[src/rtl/vedic_prod_drain.sv]
// Drain FIFO for the Vedic multiplier product stream.
// First-word-fall-through, valid/ready out, sticky overflow flag.
module vedic_prod_drain #(
   parameter int DW        = 18,
   parameter int DEPTH     = 4,
   parameter int AF_MARGIN = 2
) (
   input  logic                       clk,
   input  logic                       rst_n,
   input  logic                       in_valid,
   input  logic [DW-1:0]              in_data,
   output logic                       in_ready,
   output logic                       almost_full,
   output logic                       out_valid,
   output logic [DW-1:0]              out_data,
   input  logic                       out_ready,
   output logic [$clog2(DEPTH):0]     count,
   output logic                       ovf_err,
   input  logic                       clr_err
);

   localparam int AW = $clog2(DEPTH);
   localparam int CW = AW + 1;
   localparam logic [CW-1:0] FULL  = CW'(DEPTH);
   localparam logic [CW-1:0] AF_TH = CW'(DEPTH - AF_MARGIN);

   logic [DW-1:0] mem [DEPTH];
   logic [AW-1:0] wr_ptr;
   logic [AW-1:0] rd_ptr;
   logic [CW-1:0] cnt;
   logic          ovf_q;
   logic          push;
   logic          pop;
   logic          drop;

   // Handshake terms; a full FIFO still accepts when its head leaves.
   always_comb begin
      in_ready    = (cnt != FULL) | out_ready;
      out_valid   = (cnt != '0);
      push        = in_valid & in_ready;
      pop         = out_valid & out_ready;
      drop        = in_valid & ~in_ready;
      almost_full = (cnt >= AF_TH);
      out_data    = mem[rd_ptr];
      count       = cnt;
      ovf_err     = ovf_q;
   end

   // Storage is left unreset; only pointers and count gate visibility.
   always_ff @(posedge clk) begin
      if (push)
         mem[wr_ptr] <= in_data;
   end

   // Pointers wrap naturally since DEPTH is a power of two.
   always_ff @(posedge clk or negedge rst_n) begin
      if (!rst_n) begin
         wr_ptr <= '0;
         rd_ptr <= '0;
      end else begin
         if (push)
            wr_ptr <= wr_ptr + 1'b1;
         if (pop)
            rd_ptr <= rd_ptr + 1'b1;
      end
   end

   // Occupancy tracks push minus pop.
   always_ff @(posedge clk or negedge rst_n) begin
      if (!rst_n)
         cnt <= '0;
      else if (push && !pop)
         cnt <= cnt + 1'b1;
      else if (pop && !push)
         cnt <= cnt - 1'b1;
   end

   // Sticky drop flag; a fresh drop beats a clear.
   always_ff @(posedge clk or negedge rst_n) begin
      if (!rst_n)
         ovf_q <= 1'b0;
      else if (drop)
         ovf_q <= 1'b1;
      else if (clr_err)
         ovf_q <= 1'b0;
   end

endmodule
[config.mk]
export PLATFORM = sky130hd
export DESIGN_NAME = vedic_prod_drain
export DESIGN_NICKNAME = d
export VERILOG_FILES = /design/src/rtl/vedic_prod_drain.sv
export SDC_FILE = /design/constraint.sdc
export NUM_CORES = 1
export LEC_CHECK = 0
export CELL_PAD_IN_SITES_DETAIL_PLACEMENT = 0
export CELL_PAD_IN_SITES_GLOBAL_PLACEMENT = 2
export CORE_MARGIN = 1.5
export CORE_UTILIZATION = 46
export CTS_BUF_LIST = sky130_fd_sc_hd__clkbuf_4 sky130_fd_sc_hd__clkbuf_8
export CTS_CLUSTER_SIZE = 40
export DETAILED_ROUTE_END_ITERATION = 6
export HOLD_SLACK_MARGIN = 0.12
export PLACE_DENSITY_LB_ADDON = 0.1
export SLEW_MARGIN = 10
export SYNTH_ARGS = -nofsm -noshare
export SYNTH_HDL_FRONTEND = slang
export SYNTH_SLANG_ARGS = --single-unit
[constraint.sdc]
create_clock -name clk -period 4.22 [get_ports clk]
set_input_delay 1.266 -clock clk [delete_from_list [all_inputs] [get_ports clk]]
set_output_delay 1.266 -clock clk [all_outputs]
set_load 0.005 [all_outputs]
* Yosys cells after proc, flatten, opt, wreduce, memory -nomap -nowiden *
Memories as Yosys holds them, arrays and structs flattened.
Cells that the tools add are included.

storage, ports and cells
  output and inout bits = 25
  memories = 1
  input port bits = 23
  word-level logic and storage cells = 29
  register bits after elaboration = 8
  memory bits (writable) = 72

operators by class
  reductions and logical operators = 7
  $lt $le $gt $ge = 1
  bitwise logic cells = 5
  add/subtract/negate cells = 4
  equal/unequal tests = 1
  multiplexer cells = 6

memories
  memory  depth  width  read ports  clocked after memory_dff  write ports  line  source
  mem     4      18     1           0                         1            27    logic [DW-1:0] mem [DEPTH];

operator list
  kind                 number
  $mux 3               2
  $add 2x1->2 const B  2
  $mux 1               4
  $reduce_bool 2->1    2
  $add 3x1->3 const B  1
  $and 1x1->1          3
  $ge 3x2->1 const B   1
  $ne 3x3->1 const B   1
  $reduce_bool 3->1    1
  $sub 3x1->3 const B  1
  $logic_and 1x1->1    2
  $logic_not 1->1      2
  $not 1->1            1
  $or 1x1->1           1

* Logic depth before layout (Yosys ltp) *
  depth in word-level cells = 7
  mapped depth = 9
  gate-level depth less buffers = 8

* Least setup slack after synthesis *
OpenSTA, ideal clock, no wires.

  path kind = input-to-output
  start point = in out_ready
  end point = out in_ready
  stages = 2
  data arrival time = 1.574 ns
  data required time = 2.954 ns
  buffers on the path = 0
  setup slack = 1.380 ns
  cell sequence = nor4b_4 -> inv_1

on the way
  cells in the longest elaborated chain, start to end = 1

ends and longest elaborated chain
  item                line  source
  start: declaration  16    input logic out_ready,
  $or 1x1->1          38    in_ready = (cnt != FULL) | out_ready;
  end: declaration    12    output logic in_ready,

No other way between the ends.

* Worst setup path in the final report *
Same ends and word-level chain as after synthesis.

==> summary.md <==
| Metric | Value |
|---|---|
| Yosys cell types | `21` |
| Pins Over Slew Limit | `0` |
| RSZ-0062 raised after global routing | `false` |
| Maximum vdd drop | `0.395 mV` |
| CTS tree | `done` |
| Min-Delay Path Class | `reg2reg` |
| Placer Congestion | `about 0.74` |
| Initial Utilization | `48.1%` |
| Synthesized area | `between 3000 and 4000 um2` |
| Post-synthesis sequential area ratio | `76.8%` |
| H-tree depth | `3` |
| Post-CTS Hold Buffers | `0` |
| Met3 usage | `5.21%` |
| Met2 usage | `roughly a quarter` |
| Rows | `29` |
| Final core occ | `60.2%` |
| Post-DP HPWL | `3240 um` |
| Slew headroom | `65.0%` |
| Top cell type's share of synthesized area | `between 70% and 80%` |
| WL per Instance | `~18 um` |
| Syn nets | `164` |
| Vias in the first global route | `1578` |
| FF+latch count, synth | `80` |
| Static Leakage | `1.30 nW` |
| Drt drc | `0` |
| Top-Level Pins | `48` |
| Share of post-route cells with drive strength above 1 | `23.0%` |
| Worst-path clk slew | `0.07 ns` |
| Post-Layout Cell Count | `273` |
| Setup TNS Final | `0 ns` |
| Clock Tree Root | `clkbuf_8` |
| Core Footprint | `about 6400 um2` |
| Most frequent cell after synthesis | `edfxtp_1` |
| Slew @ Worst Pin | `0.524 ns` |
| Clk buf depth | `2` |
| Total wire length | `4970 um` |
| Antenna violations before repair | `0` |
| Num CTS Buffers | `9` |
| N_diodes | `0` |
| Worst setup EP type | `primary output` |
| Iteration-0 DRC count of the detailed router | `78` |
| Crit path arrival time | `2.53 ns` |
| Final min period | `3.80 ns` |
| PwrDens | `slightly below 700 nW/um2` |
| Die area | `7180 um2` |
| Vias per std cell | `about 5.2` |
| Post-synth ARST share | `10.0%` |
| Post-synthesis compound-gate area fraction | `less than 1%` |
| Post-Synth XOR/XNOR Area | `1.71%` |
| Total track usage | `15.8%` |
| Post-synth EDFFs | `72` |
| Post-synthesis instance total | `between 100 and 150` |
| Die Ht | `84.8 um` |
| Avg Inst Size Synth | `approximately 23 um2` |
| YS warnings | `0` |
| Post-Place Cells | `roughly 260` |
| Min Hold Slack | `around 0.54 ns` |
| CP max FO | `3` |
| Final setup viols | `0` |
| CP Data Required Time | `2.95 ns` |
| Vias | `1419` |
| Cell accounting for the most synthesized area | `edfxtp_1` |
| Fill cells | `479` |
| First-pass GRT wire length | `8290 um` |
| Clk sinks | `80` |
| Final Hold Vio Count | `0` |
| Critical Path Start Type | `primary input` |
| Synth area leaders | `edfxtp_1 70%, mux4_2 13%, dfrtp_1 6.5%` |
| Post-CTS setup repair buffer count | `0` |
| Detailed Routing Iterations Pass 1 | `4` |
| Synth Area in Simple Gates | `2.93%` |
| CTS-repair resized insts | `0` |
| Maxcap violations | `0` |
| Post-Synth Adder-Cell Area | `under 10%` |
| Commonest cells in the netlist | `72 x edfxtp_1, 18 x mux4_2, 8 x dfrtp_1` |
| Period Utilization, post-route | `between 80% and 90%` |
| Skew-Pair Late Insertion Delay | `0.33 ns` |
| Port Buffer Count | `47` |
| Kind of critical path | `in2out` |
| Antenna Nets Post-Route | `0` |
| Clock Skews | `0.00895 ns` |
| M1 GR Usage | `19.8%` |
| DIE WIDTH | `~85 um` |
| Mux cell area share after synthesis | `~14%` |
| Main synth FF type | `edfxtp_1` |
| Top Usage Layer GRT | `met2` |
| Fmax | `about 260 MHz` |
| Largest net degree at the start of global routing | `19` |
| Gr ovfl total | `0` |
| Status | `finished, final reports clean` |
| Area grow syn2layout | `25.2%` |
| Combinational family with the most area after synthesis | `multiplexers` |
| Nets@finish | `220` |
registers in the layout, summed over array words and instances (netlist names):
name	cells
rd_ptr	2
count	3
wr_ptr	2
ovf_err	1
mem	72
final cells by class:
type	count	area, um2	area share, %
inverter	5	18.8	0.488
timing repair buffer	50	493	12.8
tap	77	96.3	2.50
multi-input combinational	45	662	17.2
sequential	80	2360	61.4
clock buffer	10	131	3.41
clock inverter	6	83.8	2.18
logic make-up after synthesis:
kind of cell             count (synthesis)
adder cells (fa/ha/maj)                  6
AND/OR/NAND/NOR                         12
buffers and inverters                   10
XOR/XNOR                                 6
flip-flops                              80
multiplexers                            20
AO/OA/AOI/OAI                            1
power breakdown:
part           internal, mW  leakage, nW  switching (mW)  total (mW)
registers              1.05        0.756           0.103        1.16
clock network         0.337        0.103           0.254       0.591
logic                 0.526        0.443           0.323       0.849
total                  1.92         1.30           0.679        2.60
worst max-delay path: stages:
cell and delay, ns:
clkdlybuf4s50_1 0.48, nor4b_4 0.28, inv_1 0.07, clkdlybuf4s50_1 0.44
cells in the final DEF, fill, tap and decap left out:
| cell | n |
|---|---|
| nand3_1 | 1 |
| nor4b_4 | 1 |
| nand2_1 | 2 |
| clkinvlp_4 | 2 |
| mux2_4 | 1 |
| mux4_2 | 18 |
| nor2b_1 | 1 |
| xor2_1 | 2 |
| or2_2 | 1 |
| clkinv_1 | 1 |
| inv_1 | 5 |
| ha_1 | 5 |
| bufinv_16 | 2 |
| o21ai_0 | 1 |
| and2_2 | 4 |
| clkinv_2 | 1 |
| or3_2 | 1 |
| mux2_2 | 1 |
| nor2_1 | 1 |
| clkdlybuf4s50_1 | 47 |
| clkbuf_8 | 9 |
| clkbuf_4 | 1 |
| xnor2_1 | 4 |
| fa_1 | 1 |
| buf_4 | 3 |
| dfrtp_1 | 8 |
| edfxtp_1 | 72 |
worst paths after layout:
path	from	endpoint	slack, ns	cells after the start
setup / recovery	out_ready	in_ready	0.42	4
hold / removal	ovf_err	ovf_err	0.54	2
setup reg to reg	count[0]	count[2]	1.94	8
hold reg to reg	ovf_err	ovf_err	0.54	2
max in group asynchronous	rst_n	count[2]	2.75	1
min in group asynchronous	rst_n	ovf_err	1.21	1
layer usage:
metal | wire length, um | vias up
met5 | 0 | -
met4 | 24 | 0
met3 | 197 | 2
li1 | - | 649
met2 | 2600 | 34
met1 | 2150 | 734
stage by stage:
stage               setup slack (ns)  power, mW  cell area (um2)
finish                         0.424       2.60             3850
global route                   0.340       2.75             3850
CTS                            0.420       2.64             3850
detailed placement             0.433       2.05             3630
global placement               0.428       2.01             3630
floorplan                       1.38       1.60             3070
Note: power is estimated with default switching activity, not from simulation.
